<file path="config.mk">
export PLATFORM = sky130hd
export DESIGN_NAME = ysyx_2022040010_mem_arbiter
export DESIGN_NICKNAME = d
export VERILOG_FILES = /design/src/rtl/ysyx_2022040010_mem_arbiter.sv
export SDC_FILE = /design/constraint.sdc
export NUM_CORES = 1
export LEC_CHECK = 0
export ABC_AREA = 1
export ABC_CLOCK_PERIOD_IN_PS = 1370
export BUFFER_PORTS_ARGS = -buffer_cell sky130_fd_sc_hd__buf_2
export CORE_AREA = 2 2 166 168
export DETAILED_ROUTE_END_ITERATION = 7
export DIE_AREA = 0 0 168 170
export PLACE_DENSITY = 0.37
export SKIP_CTS_REPAIR_TIMING = 1
export SYNTH_ARGS = -nofsm -noshare
export SYNTH_HDL_FRONTEND = slang
export SYNTH_SLANG_ARGS = --single-unit
export TNS_END_PERCENT = 30
</file>
<file path="constraint.sdc">
create_clock -name clk -period 1.37 [get_ports clk]
set_input_delay 0.0685 -clock clk [delete_from_list [all_inputs] [get_ports clk]]
set_output_delay 0.0685 -clock clk [all_outputs]
set_load 0.02 [all_outputs]
</file>
<file path="src/rtl/ysyx_2022040010_mem_arbiter.sv">
// Memory port arbiter: the ICache and the DCache share one burst memory port.
// Round-robin on ties, with no preemption. One fixed-length burst per grant.
//
// state | meaning
// ------+------------------------------------------------------------
// IDLE  | no burst in flight; a pending request is latched as owner
// ADDR  | m_req high; waiting for the memory to accept the address
// DATA  | beats flow; the counter tracks accepted or received beats
module ysyx_2022040010_mem_arbiter #(
    parameter int ADDR_W    = 32,
    parameter int DATA_W    = 64,
    parameter int BURST_LEN = 4
) (
    input  logic              clk,
    input  logic              rst,

    input  logic              i_req,
    input  logic [ADDR_W-1:0] i_addr,
    output logic              i_rvalid,
    output logic [DATA_W-1:0] i_rdata,
    output logic              i_done,

    input  logic              d_req,
    input  logic              d_we,
    input  logic [ADDR_W-1:0] d_addr,
    input  logic [DATA_W-1:0] d_wdata,
    output logic              d_wnext,
    output logic              d_rvalid,
    output logic [DATA_W-1:0] d_rdata,
    output logic              d_done,

    output logic              m_req,
    output logic              m_we,
    output logic [ADDR_W-1:0] m_addr,
    input  logic              m_gnt,
    output logic [DATA_W-1:0] m_wdata,
    input  logic              m_wready,
    input  logic              m_rvalid,
    input  logic [DATA_W-1:0] m_rdata,

    output logic              stallreq_for_cache,
    output logic              rw_over
);

    localparam int CNT_W = $clog2(BURST_LEN);
    localparam logic [CNT_W-1:0] LAST_BEAT = CNT_W'(BURST_LEN - 1);

    typedef enum logic [1:0] {
        S_IDLE,
        S_ADDR,
        S_DATA
    } state_t;

    typedef enum logic {
        OWN_I,
        OWN_D
    } owner_t;

    state_t           state;
    owner_t           owner;
    owner_t           last_owner;
    logic [CNT_W-1:0] beat_cnt;

    logic grant_d;
    logic in_data;
    logic own_d;
    logic beat;
    logic last_beat;

    // On a tie the master that did not own the previous burst wins.
    assign grant_d   = d_req & (~i_req | (last_owner == OWN_I));

    // Gating with rst keeps a burst aborted by reset from signalling anything.
    assign in_data   = (state == S_DATA) & ~rst;
    assign own_d     = (owner == OWN_D);
    assign beat      = in_data & (m_we ? m_wready : m_rvalid);
    assign last_beat = beat & (beat_cnt == LAST_BEAT);

    always_ff @(posedge clk) begin
        if (rst) begin
            state      <= S_IDLE;
            owner      <= OWN_I;
            last_owner <= OWN_I;
            beat_cnt   <= '0;
            m_req      <= 1'b0;
            m_we       <= 1'b0;
            m_addr     <= '0;
        end else begin
            case (state)
                S_IDLE: begin
                    if (i_req | d_req) begin
                        state <= S_ADDR;
                        m_req <= 1'b1;
                        if (grant_d) begin
                            owner  <= OWN_D;
                            m_we   <= d_we;
                            m_addr <= d_addr;
                        end else begin
                            owner  <= OWN_I;
                            m_we   <= 1'b0;
                            m_addr <= i_addr;
                        end
                    end
                end
                S_ADDR: begin
                    if (m_gnt) begin
                        state    <= S_DATA;
                        m_req    <= 1'b0;
                        beat_cnt <= '0;
                    end
                end
                S_DATA: begin
                    if (beat) begin
                        beat_cnt <= beat_cnt + CNT_W'(1);
                        if (beat_cnt == LAST_BEAT) begin
                            state      <= S_IDLE;
                            last_owner <= owner;
                        end
                    end
                end
                default: state <= S_IDLE;
            endcase
        end
    end

    // Read data is steered combinationally; only the owner sees valid.
    assign i_rvalid = in_data & ~own_d & m_rvalid;
    assign d_rvalid = in_data &  own_d & ~m_we & m_rvalid;
    assign d_wnext  = in_data &  own_d &  m_we & m_wready;
    assign i_rdata  = m_rdata;
    assign d_rdata  = m_rdata;

    assign m_wdata  = (own_d & m_we & (state != S_IDLE)) ? d_wdata : '0;

    assign i_done   = last_beat & ~own_d;
    assign d_done   = last_beat &  own_d;
    assign rw_over  = last_beat;

    assign stallreq_for_cache = (i_req | d_req) & ~rw_over & ~rst;

endmodule

</file>
==> results of run 1 <==
[stage by stage]
step                      utilization (%)  power (µW)  setup TNS (ps)
after floorplan                         -        2730               0
after global placement               15.4        2820            -255
after detailed placement             15.4        2810            -488
after CTS                            15.9        4090          -21030
after global routing                 18.9        4510          -15640
final                                18.9        4230           -8490
[power by group through the flow]
stage	Sequential [µW]	Combinational [µW]	Clock, µW
after global routing	1440	1720	1350
after floorplan	1610	1120	0
after CTS	1410	1380	1300
after global placement	1430	1390	0
final	1420	1560	1250
after detailed placement	1430	1380	0
[Yosys cell counts, drive strengths merged]
library cell,instances,share of area (%)
buf,141,32
nor2,110,13
nand2,88,9.8
inv,75,8.3
dfxtp,40,24
a21oi,39,5.7
o21ai,32,4.7
clkbuf,9,0.99
nand3,5,0.88
clkinv,2,0.22
ha,1,0.37
nand3b,1,0.22
nand4,1,0.18
[registers in the layout (all words and copies together) (netlist names)]
register,count
m_addr,32
m_we,1
state,2
m_req,1
last_owner,1
beat_cnt,2
own_d,1
[worst max-delay path: cells and delay by family (launching register included)]
family,cells,cell delay [ps]
and+or+nand+nor,3,260
buffers and inverters,4,530
DFF,1,360
[worst paths after layout]
path                                 start     endpoint
worst max-delay path              state[0]  m_wdata[16]
worst max register to register    state[0]   m_addr[25]
worst min-delay path            d_addr[10]   m_addr[10]
worst min register to register       m_req        m_req
[kinds of logic after synthesis]
family / count (synthesis) / synth area share [%]
DFF: 40 / 23.6
AOI/OAI and AO/OA: 71 / 10.5
and+or+nand+nor: 205 / 23.7
buffers and inverters: 227 / 41.9
adders and majority gates: 1 / 0.368
[layout make-up]
cell class,instances,area (µm²),area share (%)
multi-input combinational,277,1470,29.2
inverter,77,294,5.84
sequential,40,812,16.1
tap,341,427,8.47
timing repair buffer,271,1880,37.3
clock buffer,7,153,3.03
[layer usage]
| metal | vias to the layer above | share of wire (%) | global-route usage [%] |
|---|---|---|---|
| li1 | 1747 | - | - |
| met1 | 1535 | 38 | 10.4 |
| met2 | 246 | 46 | 16.6 |
| met3 | 46 | 13 | 5.77 |
| met4 | 6 | 2.6 | 3.63 |
| met5 | - | 0.51 | 1.57 |
==> impl_metrics.toml, run 1 <==
[layout]
insertedDiodeCount = 0
drive_gt1_share_pct = 54.2
area_delta_synth_final_pct = 48.1
n_fill_cell = 3070
final_common_cell = "buf_2"
fin_cells = 1013
nets = 873
final_area_um2 = 5030
final_cell_mix = "buf_2, nor2_1, inv_1"

[sta]
maxSlewHeadroom_pct = 73.9
worst_pin_slew_ps = 392
setup_viol = 91
finClkSkew_ps = 5.47
finalWorstPathRequiredPeriod_ps = 1510
max_freq_mhz = 662
fin_ws_ps = -142
slew_viol_final = 0
rsz0062_at_grt = "true"
finalHoldViolations = 0
fin_crit_sh_pct = 110
holdWs_ps = 1.24

[power_and_ir_drop]
internal-power_uw = 2750
leakagePower_uw = 0.00275
p_switching_uw = 1480
vdd_drop_max_mv = 0.480
switching_share_pct = 35.0
pwr-share-seq_pct = 33.6
power_frac_comb_pct = 36.9
power_frac_clock_pct = 29.4
p_per_area_nw_per_um2 = 840

[clock_tree]
cts-root-buf = "clkbuf_16"
cts_made_buffers = 5
clk_latency_ps = 280
h-tree-depth = 2
clockBufferDepth = 2
cts.sinks = 40
clk_pin_slew_ps = 60
cts_tree = "built"

[floorplanning]
num_io_pins = 433
num_rows = 60
die_x_um = 168
fp.dieArea_um2 = 28600
coreArea_um2 = 26700
die_h_um = 170
initial_core_util_pct = 12.8

[detailed_routing]
routed_wl_mm = 16.6
first_iter_violations = 80
routed_via_density = 3.53
wl_per_cell_um = 16.4
dr.pass1.iters = 4
drcViolationCount = 0
ant_nets = 0
via_count = 3580

[synth]
synthCells = 544
synth-seq-cells = 40
ys_seq_area_share_pct = 23.6
synthesis.nets = 745
ys_types = 21
syn-mean-instance-area_um2 = 6.25
yosysWarnings = 0
netlist_area_um2 = 3400

[critical_path]
rr_worst_depth = 9
path_cells = "nor2_4 > inv_4 > nand3_4 > buf_12 > buf_8 > nor2_1 > buf_2"
end_kind = "output pin"
r2r_slack_ps = -90
path_class = "reg2out"
crit_required_ps = 1300
slowest_stage = "dfxtp_4"
worstSetupStartpointType = "flip-flop"
cp_slowest_stage_delay_ps = 360
crit_fanout = 8
arrival_ps = 1440

[grt]
grt_first_pass_wirelength_mm = 21.1
grt_max_degree = 48
antenna_found_initial = 2
grt_usage_pct = 10.0
grt_pass1_vias = 3326
overflow = 0

[placement]
dpl-instance-area_um2 = 4100
dp_hpwl_mm = 12.8
dp_worst_setup_slack_ps = -78.1
gp_congestion = 0.721
port_buffers = 240
dpl.cell_count = 992

[hold_path]
hold_depth = 3
hold_path.class = "in2reg"

[status]
violations = "negative setup slack"
status = "complete, but fails checks"

[flow_run]
max-cap-violations = 0
(Power assumes the default switching activity.)
==> run 2: changes to the inputs <==
TNS_END_PERCENT = 5   (was 30)
==> run 2 against run 1 <==
  * Global-route usage stayed put
  * Worst hold slack stayed put
  * Via count hardly changed
  * The flow still finishes with violations (negative setup slack)
  * Largest power group unchanged
  * Sequential share of layout area is 0.064 points higher
  * Routed wire length is 0.21% lower
  * Die area stayed put
  * Total power is 0.26% lower
==> impl_metrics.toml, run 2 (synthesis results as in run 1) <==
[detailed_routing]
drcViolationCount = 0
dr.pass1.iters = 4
via_count = 3577
wl_per_cell_um = 16.4
first_iter_violations = 88
routed_wl_mm = 16.6
routed_via_density = 3.54
ant_nets = 0

[critical_path]
end_kind = "output pin"
worstSetupStartpointType = "flip-flop"
arrival_ps = 1440
r2r-start = "state[0]"
reg2reg_to = "m_addr[25]"
cp-startpoint = "state[0]"
crit_required_ps = 1300
path_class = "reg2out"
r2r_slack_ps = -90
crit_fanout = 8
rr_worst_depth = 9

[hold_path]
min-delay-start = "d_addr[10]"
min_to = "m_addr[10]"
hold_path.class = "in2reg"
hold_depth = 3

[grt]
grt_first_pass_wirelength_mm = 21.1
antenna_found_initial = 2
grt_pass1_vias = 3326
grt_max_degree = 48
overflow = 0
grt_usage_pct = 10.0

[clock_tree]
cts.sinks = 40
cts-root-buf = "clkbuf_16"
clockBufferDepth = 2
h-tree-depth = 2
clk_pin_slew_ps = 60
cts_tree = "built"
clk_latency_ps = 280
cts_made_buffers = 5

[sta]
max_freq_mhz = 662
fin_ws_ps = -141
finClkSkew_ps = 5.49
finalHoldViolations = 0
fin_crit_sh_pct = 110
slew_viol_final = 0
rsz0062_at_grt = "true"
setup_viol = 92
maxSlewHeadroom_pct = 73.8
finalWorstPathRequiredPeriod_ps = 1510
worst_pin_slew_ps = 393

[layout]
postLayoutCoreUtil_pct = 18.8
final_common_cell = "buf_2"
nets = 871
regMostFlops = "m_addr"
largest_register_ffs = 32
drive_gt1_share_pct = 54.2
final_cell_mix = "buf_2, nor2_1, inv_1"
area_delta_synth_final_pct = 47.5
reg_top3 = "m_addr: 32 flops, beat_cnt: 2 flops, state: 2 flops"
insertedDiodeCount = 0
n_fill_cell = 3064

[power_and_ir_drop]
p_per_area_nw_per_um2 = 841
vdd_drop_max_mv = 0.480
p_switching_uw = 1470
power_frac_clock_pct = 29.5
total_power_uw = 4220
internal-power_uw = 2740
power_frac_comb_pct = 36.8
pwr-share-seq_pct = 33.7
leakagePower_uw = 0.00274
switching_share_pct = 35.0

[floorplanning]
num_rows = 60
die_h_um = 170
initial_core_util_pct = 12.8
die_x_um = 168
coreArea_um2 = 26700
fp.dieArea_um2 = 28600
num_io_pins = 433

[placement]
port_buffers = 240
dp_hpwl_mm = 12.8
gp_congestion = 0.721

[status]
violations = "negative setup slack"
status = "complete, but fails checks"

[flow_run]
max-cap-violations = 0
run 2: changes by cell type in the layout (fill, tap and decap cells not counted), moves of 2 or more:
| cell | before | now |
|---|---|---|
| nor2_2 | 26 | 30 |
| nor2_4 | 11 | 7 |
| buf_6 | 34 | 36 |
| buf_2 | 193 | 190 |
run 2: metrics by stage:
step | hold slack [ps] | setup TNS [ps] | setup slack [ps] | instance area (µm²) | std cells
floorplan | 138 | 0 | 75.0 | 3400 | 544
global placement | 137 | -255 | -56.7 | 4100 | 992
detailed placement | 137 | -488 | -78.1 | 4100 | 992
CTS | -1.91 | -21030 | -393 | 4250 | 999
global route | 3.49 | -15500 | -216 | 5010 | 1011
finish | 1.24 | -8420 | -141 | 5010 | 1011
run 2: power by group through the flow:
stage                     sequential, µW  clock, µW  combinational (µW)
after detailed placement            1430          0                1380
after global placement              1430          0                1390
final                               1420       1240                1550
after CTS                           1410       1300                1380
after floorplan                     1610          0                1120
after global routing                1440       1350                1710
run 2: routing by layer:
metal	wire length, µm	vias up	GRT usage [%]
met2	7670	246	16.6
met4	424	6	3.63
met3	2140	46	5.77
li1	-	1743	-
met5	85	-	1.57
met1	6280	1536	10.4
run 2: worst max-delay path by stage:
| stage | to | slack (ps) |
|---|---|---|
| after global placement | m_wdata[27] | -60 |
| after detailed placement | m_wdata[27] | -80 |
| after floorplan | m_wdata[10] | 70 |
| after global routing | m_wdata[23] | -220 |
| after CTS | m_wdata[27] | -390 |
| final | m_wdata[14] | -140 |
run 2: worst max-delay path, cell delays in order, from the launching register on:
cell and delay [ps]:
dfxtp_4 360, nor2_4 140, inv_4 60, nand3_4 70, buf_12 170, buf_12 160
nor2_1 40, buf_2 150
run 2: layout make-up:
type | count | area [µm²] | share of cell area [%]
Multi-Input combinational cell | 277 | 1450 | 28.9
Inverter | 77 | 294 | 5.86
Clock buffer | 7 | 153 | 3.04
Timing Repair Buffer | 269 | 1880 | 37.5
Tap cell | 341 | 427 | 8.51
Sequential cell | 40 | 812 | 16.2
==> run 3: changes to the inputs <==
PLACE_DENSITY = not set   (was 0.37)
==> run 3 against run 2 <==
  * Die area unchanged
  * Largest power group is now clock
  * The run ends with negative hold slack, negative setup slack left
  * Global-route usage decreased by 0.32 points
  * Critical path type unchanged
  * Combinational power down 9.7%
  * Count of clock-buffer cells in the layout shrank 2
  * Highest routed layer unchanged
  * Critical path depth fell by 2
  * Non-clock buffer count decreased by 7
  * Worst hold slack got worse by 2.9 ps
  * Total power grew 7.5%
==> impl_metrics.toml, run 3 (synthesis results as in run 1) <==
[sta]
finClkSkew_ps = 6.65
holdWs_ps = -1.69
finalWorstPathRequiredPeriod_ps = 1460
max_freq_mhz = 687
worst_pin_slew_ps = 314
maxSlewHeadroom_pct = 79.1
fin_crit_sh_pct = 106
fin_ws_ps = -85.5
finalHoldViolations = 1
slew_viol_final = 0
setup_viol = 68
rsz0062_at_grt = "true"

[grt]
grt_pass1_vias = 3407
grt_first_pass_wirelength_mm = 20.6
grt_max_degree = 34
overflow = 0
grt_usage_pct = 9.68
antenna_found_initial = 4

[clock_tree]
cts-root-buf = "clkbuf_16"
clk_latency_ps = 280
clockBufferDepth = 2
cts_made_buffers = 5
clk_pin_slew_ps = 60
cts_tree = "built"
h-tree-depth = 2
cts.sinks = 40

[placement]
port_buffers = 240
dp_hpwl_mm = 12.8
dp_worst_setup_slack_ps = 47.3
gp_congestion = 0.764

[floorplanning]
coreArea_um2 = 26700
fp.dieArea_um2 = 28600
die_x_um = 168
initial_core_util_pct = 12.8
num_rows = 60
die_h_um = 170
num_io_pins = 433

[detailed_routing]
routed_via_density = 3.50
wl_per_cell_um = 15.0
wl_met1_mm = 5.48
dr.pass1.iters = 4
first_iter_violations = 75
drcViolationCount = 0
ant_nets = 0
routed_wl_mm = 15.1
wl_met2_mm = 7.08
via_count = 3521
dr_wl_met3_mm = 2.04
dr.max_layer_used = "met5"

[status]
status = "complete, but fails checks"
violations = "negative hold slack, negative setup slack"

[layout]
reg_top3 = "m_addr: 32 flops, beat_cnt: 2 flops, state: 2 flops"
drive_gt1_share_pct = 45.8
area_delta_synth_final_pct = 35.4
final_cell_mix = "buf_2, nor2_1, nand2_1"
insertedDiodeCount = 0
nets = 864
regMostFlops = "m_addr"
final_common_cell = "buf_2"
n_fill_cell = 3071
largest_register_ffs = 32

[critical_path]
worstSetupStartpointType = "flip-flop"
arrival_ps = 1390
slowest_stage = "dfxtp_2"
worstPathBufferInverterCount = 3
crit_required_ps = 1300
crit_fanout = 33
end_kind = "output pin"
cp_slowest_stage_delay_ps = 350
cp_top_family = "buffers and inverters"
path_cells = "buf_4 > nand3_4 > buf_12 > nor2_1 > buf_2"
path_class = "reg2out"

[power_and_ir_drop]
total_power_uw = 4540
vdd_drop_max_mv = 0.521
leakagePower_uw = 0.00264
p_per_area_nw_per_um2 = 985

[flow_run]
max-cap-violations = 0

[hold_path]
hold_path.class = "in2reg"
## run 3: cell count changes in the layout (fill, tap and decap cells not counted), sizes merged
cell	delta
clkbuf	-6
buf	-3
bufinv	+3
## run 3: final timing paths
kind / from / endpoint / slack, ps / depth (start not counted)
hold / removal: d_addr[2] / m_addr[2] / -2 / 3
hold reg to reg: m_req / m_req / 470 / 2
setup reg to reg: state[1] / m_addr[27] / 40 / 8
setup / recovery: m_we / m_wdata[36] / -90 / 5
## run 3: where the power goes
| group | leakage, µW | switching, µW | internal [µW] |
|---|---|---|---|
| Clock | 0.000104 | 487 | 1230 |
| Sequential | 0.000333 | 92.0 | 1330 |
| Combinational | 0.00221 | 817 | 581 |
| Total | 0.00264 | 1400 | 3140 |
## run 3: worst min-delay path, delay by kind of cell
family,cells,cell delay [ps]
AND/OR/NAND/NOR,1,60
AO/OA/AOI/OAI,1,50
buffers and inverters,1,70
## run 3: per-layer routing
layer,vias to the layer above,track usage (%)
met2,258,16.2
met3,58,5.63
li1,1727,-
met1,1470,10.0
met5,-,0
met4,8,3.86
## run 3: final cells by class
cell class	instances	area [µm²]	share of cell area, %
multi-input combinational	277	1260	27.3
tap	341	427	9.27
clock buffer	5	125	2.72
timing repair buffer	262	1600	34.8
sequential	40	807	17.5
clock inverter	3	90.1	1.96
inverter	77	292	6.33
## run 3: metrics by stage
| stage | instance area [µm²] | utilization (%) | setup TNS [ps] | hold WS, ps | std cells |
|---|---|---|---|---|---|
| after detailed placement | 4130 | 15.5 | 0 | 137 | 997 |
| after global placement | 4130 | 15.5 | 0 | 137 | 997 |
| final | 4600 | 17.3 | -3330 | -1.69 | 1005 |
| after floorplan | 3400 | - | 0 | 138 | 544 |
| after global routing | 4600 | 17.3 | -8980 | 8.99 | 1005 |
| after CTS | 4350 | 16.3 | -14610 | -6.02 | 1005 |
